$ cat config.mk
export PLATFORM = sky130hd
export DESIGN_NAME = inst_fetch
export DESIGN_NICKNAME = d
export VERILOG_FILES = /design/src/rtl/cpu_defs.sv /design/src/rtl/inst_fetch_pc_reg.sv /design/src/rtl/inst_fetch.sv
export SDC_FILE = /design/constraint.sdc
export NUM_CORES = 1
export LEC_CHECK = 0
export BUFFER_PORTS_ARGS = -buffer_cell sky130_fd_sc_hd__clkbuf_2
export CORE_MARGIN = 10
export CORE_UTILIZATION = 44
export CTS_CLUSTER_SIZE = 40
export DETAILED_ROUTE_END_ITERATION = 16
export GPL_ROUTABILITY_DRIVEN = 0
export PLACE_DENSITY = 0.77
export SLEW_MARGIN = 20
export SYNTH_ARGS = -nofsm -noshare
export SYNTH_HDL_FRONTEND = slang
export SYNTH_SLANG_ARGS = --single-unit
$ cat constraint.sdc
create_clock -name clk -period 1.88 [get_ports clk]
set_clock_uncertainty 0.2 [all_clocks]
set_input_delay 0.188 -clock clk [delete_from_list [all_inputs] [get_ports clk]]
set_output_delay 0.188 -clock clk [all_outputs]
set_load 0.05 [all_outputs]
$ cat src/rtl/cpu_defs.sv
// Shared CPU definitions: instruction constants,
// field widths and the IF/ID pipeline bundle.
package cpu_defs;

  localparam int XLEN     = 32;
  localparam int OPCODE_W = 6;
  localparam int JIDX_W   = 26;

  localparam logic [XLEN-1:0]     NOP_INST = 32'h0000_0000;
  localparam logic [OPCODE_W-1:0] OP_J     = 6'b000010;
  localparam logic [OPCODE_W-1:0] OP_BEQ   = 6'b000100;

  typedef struct packed {
    logic [XLEN-1:0] inst;
    logic [XLEN-1:0] pc4;
    logic            valid;
  } if_id_t;

  function automatic logic [XLEN-1:0] jump_addr(
    input logic [XLEN-1:0]   pc4,
    input logic [JIDX_W-1:0] idx
  );
    return {pc4[31:28], idx, 2'b00};
  endfunction

endpackage

$ cat src/rtl/inst_fetch_pc_reg.sv
// Program counter with next-PC selection.
// Redirects win over stall; wrap is modulo 2^32.
module pc_reg
  import cpu_defs::*;
#(
  parameter logic [XLEN-1:0] RESET_PC = 32'h0000_0000
) (
  input  logic            clk,
  input  logic            rst_n,
  input  logic            stall,
  input  logic            branch_taken,
  input  logic [XLEN-1:0] branch_target,
  input  logic            jump,
  input  logic [XLEN-1:0] jump_target,
  output logic [XLEN-1:0] pc,
  output logic [XLEN-1:0] pc_plus4
);

  logic [XLEN-1:0] next_pc;
  logic            load;

  // Next-PC mux, oldest redirect first.
  always_comb begin
    pc_plus4 = pc + 32'd4;
    next_pc  = pc_plus4;
    load     = 1'b1;
    priority case (1'b1)
      branch_taken: next_pc = branch_target;
      jump:         next_pc = jump_target;
      stall:        load    = 1'b0;
      default:      next_pc = pc_plus4;
    endcase
  end

  // PC register.
  always_ff @(posedge clk or negedge rst_n) begin
    if (!rst_n) begin
      pc <= RESET_PC;
    end else if (load) begin
      pc <= next_pc;
    end
  end

endmodule

$ cat src/rtl/inst_fetch.sv
// Instruction fetch stage: PC, IF/ID register
// and sticky fetch-fault flag.
module inst_fetch
  import cpu_defs::*;
#(
  parameter logic [XLEN-1:0] RESET_PC   = 32'h0000_0000,
  parameter int unsigned     IMEM_BYTES = 256
) (
  input  logic              clk,
  input  logic              rst_n,
  input  logic              stall,
  input  logic              flush,
  input  logic              branch_taken,
  input  logic [XLEN-1:0]   branch_target,
  input  logic              jump,
  input  logic [JIDX_W-1:0] jump_index,
  output logic [XLEN-1:0]   imem_addr,
  input  logic [XLEN-1:0]   imem_data,
  output logic [XLEN-1:0]   if_id_inst,
  output logic [XLEN-1:0]   if_id_pc4,
  output logic              if_id_valid,
  output logic              fetch_fault
);

  if_id_t          if_id_q;
  logic [XLEN-1:0] pc;
  logic [XLEN-1:0] pc_plus4;
  logic [XLEN-1:0] jump_target;
  logic [XLEN-1:0] fetch_word;
  logic            fetch_ok;
  logic            bubble;
  logic            load;
  logic            fault;

  assign jump_target = jump_addr(if_id_q.pc4, jump_index);

  pc_reg #(
    .RESET_PC (RESET_PC)
  ) u_pc_reg (
    .clk           (clk),
    .rst_n         (rst_n),
    .stall         (stall),
    .branch_taken  (branch_taken),
    .branch_target (branch_target),
    .jump          (jump),
    .jump_target   (jump_target),
    .pc            (pc),
    .pc_plus4      (pc_plus4)
  );

  // Range/alignment check and IF/ID control.
  always_comb begin
    fetch_ok   = (pc < 32'(IMEM_BYTES))
               && (pc[1:0] == 2'b00);
    fetch_word = fetch_ok ? imem_data : NOP_INST;
    bubble     = branch_taken | jump | flush;
    load       = !bubble && !stall;
  end

  // IF/ID register: bubble, hold or load.
  always_ff @(posedge clk or negedge rst_n) begin
    if (!rst_n) begin
      if_id_q <= '{NOP_INST, '0, 1'b0};
    end else if (bubble) begin
      if_id_q <= '{NOP_INST, '0, 1'b0};
    end else if (load) begin
      if_id_q <= '{fetch_word, pc_plus4, fetch_ok};
    end
  end

  // Sticky fault on any real load of a bad PC.
  always_ff @(posedge clk or negedge rst_n) begin
    if (!rst_n) begin
      fault <= 1'b0;
    end else if (load && !fetch_ok) begin
      fault <= 1'b1;
    end
  end

  assign imem_addr   = pc;
  assign if_id_inst  = if_id_q.inst;
  assign if_id_pc4   = if_id_q.pc4;
  assign if_id_valid = if_id_q.valid;
  assign fetch_fault = fault;

endmodule

==> metrics.txt <==
CTS sink cnt between 90 and 100; Final nets 924; detailed-route vias per instance 5.70; DIE WIDTH roughly 130 um; DR WL/cell 20.7 um; CTS tree built; final cell count without fillers between 900 and 1000; max cap viols 0; Placed Cells 859; vias in the first global route 5724; total CTS buffers 9; VDD IR max 0.000416 V; Avg Inst Size Synth approximately 10 um2; WHS 0.00837 ns; Switch Pwr 0.00176 W; Post-Syn Nets 585; critical-path maximum fanout 33; status finished, violations left; post-synth cell types 56; setup TNS -7.93 ns; ANT cells 0; RSZ-0062 raised after global routing true; Critical Path RT 2.00 ns; Slew Viols, Final 0; fmax ~0.47 GHz; Net Sw Frac between 30% and 40%; final period utilization 114%; Core Area between 10000 and 15000 um2; worst skew pair latency roughly 0.38 ns; final antenna-violating net count 0; Clock Tree Buf Depth 2; post-synth top area cell dfrtp_1; Data arrival, critical path 2.26 ns; fillcell total 718; Comb power frac 27.9%; Post-synth ARST share 100%; via count roughly 5500; dpl cell area 6560 um2; top-area cell type share of the netlist area 50.5%; reg2reg path depth 6; CP Capture Type register; Sequential Power Share 44.4%; clk slew on worst S/H paths 0.10 ns; Post-Syn Area 4860 um2; Final min period around 2.1 ns; Pleak 3.82 nW; largest net degree at the start of global routing 43; Hold Crit Depth 4; Die Span Y roughly 130 um; Setup-failing EPs final 45; GRT Total Usage 24.1%; # port buffers 193; Synth-to-Final Area Change 60.8%; number of I/O pins 194; clock power share 27.8%; row count 38; Slew HR 63.4%; cell internal pwr 0.00339 W; Final Hold Vio Count 0; post-DP HPWL 13.8 mm; startpoint types register; Power per Cell Area between 600 and 700 nW/um2; worst setup margin -0.262 ns; Warnings, synthesis 0; die area 15700 um2; starting density of the core 44.8%; Area contributors post-synth dfrtp_1, a22o_1, xor2_1, nand2_1, o21ai_0; Seq cells post-synth ~100; first-pass GRT wire length 31.1 mm; crit path kind register to register; Pre-antenna DRT Iters 5; initial antenna violation count 0; pre-CTS setup slack -0.0733 ns; Primary FF master, synth dfrtp_1; Post-Layout Inst Area 7820 um2; Iteration-0 DRC Markers 533; fraction of layout cells with a size suffix above 1 42.5%; final wirelength 20.1 mm; Seq/Total Area, Yosys 50.5%; gr ovfl total 0; Worst Tran Pin Value 0.547 ns; Worst Hold Class primary input to register; root buf cell clkbuf_8; Mapped Cells 488; # H-tree levels 3; failing checks setup timing; number of flops mapped to enable cells by yosys 0; DRC 0
cell usage after synthesis (all sizes together), types with 3 or more instances:
library cell / instances
and2: 3
nor3: 7
mux2i: 5
o221ai: 5
a21oi: 23
and4: 4
nand4: 9
nand2: 51
a222oi: 3
nor4: 9
xor2: 25
inv: 9
nand3: 19
a22o: 39
a221oi: 5
nor2: 24
nand4b: 3
o22ai: 3
a211oi: 3
buf: 16
or3: 3
dfrtp: 98
and3: 13
o21ai: 41
clkbuf: 22
o211ai: 4
xnor2: 10
a22oi: 4
power groups by stage:
stage	Clock [W]	Combinational (W)	Sequential, W
after global placement	0	0.00121	0.00232
after detailed placement	0	0.00123	0.00232
after CTS	0.00143	0.00139	0.00228
final	0.00143	0.00144	0.00229
after global routing	0.00152	0.00152	0.00230
after floorplan	0	0.000365	0.00266
timing repair:
| action | CTS | global route |
|---|---|---|
| pin swaps | 7 | 24 |
| resized for setup | 3 | 27 |
| endpoints found under the hold margin | 103 | 0 |
| buffers inserted | 6 | 8 |
| setup endpoints to repair | 16 | 67 |
| cloned | 0 | 0 |
| hold buffers | 83 | 0 |
placed cells by master, fill, tap and decap left out, types with 4 or more instances in the layout:
cell	n
inv_1	9
and3_4	4
and3_1	9
buf_4	82
o21ai_1	17
clkbuf_8	9
dfrtp_2	22
nand2_2	4
a221oi_1	5
nand4_1	7
buf_12	5
buf_6	4
dfrtp_1	76
nor2_1	21
o211ai_1	4
a21oi_1	22
o21ai_0	24
mux2i_1	5
nor3_1	6
xnor2_1	7
o221ai_1	5
nor4_1	7
clkbuf_2	192
a22o_1	39
a22oi_1	4
nand2_1	46
xor2_1	24
nand3_1	16
dlygate4sd3_1	83
routing by layer:
| layer | part of all wire [%] | track usage [%] | wire length, um |
|---|---|---|---|
| met5 | 0 | 0 | 0 |
| met4 | 3.5 | 8.06 | 709 |
| met3 | 8.8 | 6.38 | 1760 |
| met2 | 48 | 39.8 | 9590 |
| met1 | 40 | 30.0 | 8050 |
area by class of cell:
class | count | area [um2] | share of cell area, %
sequential | 98 | 2480 | 31.7
clock inverter | 7 | 76.3 | 0.976
timing repair buffer | 366 | 2550 | 32.7
clock buffer | 9 | 124 | 1.58
multi-input combinational | 343 | 2380 | 30.4
tap | 140 | 175 | 2.24
inverter | 9 | 33.8 | 0.432
through the flow:
step	power (W)	utilization, %
5_1_grt	0.00534	72.1
2_1_floorplan	0.00302	-
3_5_place_dp	0.00355	60.5
3_3_place_gp	0.00352	60.5
6_report	0.00515	72.1
4_1_cts	0.00510	70.6
cells by family (layout without fill, tap and decap cells):
kind of cell	count (synthesis)	in the layout	share of synthesized area (%)
AOI/OAI and AO/OA	144	144	20.5
DFF	98	98	50.5
buffers and inverters	47	391	3.94
adders and majority gates	1	1	0.257
and+or+nand+nor	158	158	17.5
xor gates and xnor gates	35	35	6.31
muxes	5	5	1.03
worst max-delay path, stage by stage, from the launching register on:
cell and delay [ns]:
dfrtp_2 0.43, buf_4 0.14, nor4_1 0.39, nand4_1 0.28
nor3_4 0.23, buf_12 0.21, a22o_1 0.18
path summary, 6_finish.rpt:
check / from / to / slack [ns]
max in group asynchronous: rst_n / if_id_pc4[2]$_DFFE_PN0P_ / 0.67
hold reg to reg: fetch_fault$_DFFE_PN0P_ / fetch_fault$_DFFE_PN0P_ / 0.29
setup / recovery: u_pc_reg.pc[15]$_DFFE_PN0P_ / if_id_inst[20]$_DFFE_PN0P_ / -0.26
min in group asynchronous: rst_n / if_id_inst[9]$_DFFE_PN0P_ / 0.12
hold / removal: branch_target[31] / u_pc_reg.pc[31]$_DFFE_PN0P_ / 0.008
setup reg to reg: u_pc_reg.pc[15]$_DFFE_PN0P_ / if_id_inst[20]$_DFFE_PN0P_ / -0.26
Power figures use the tool's default switching activity.
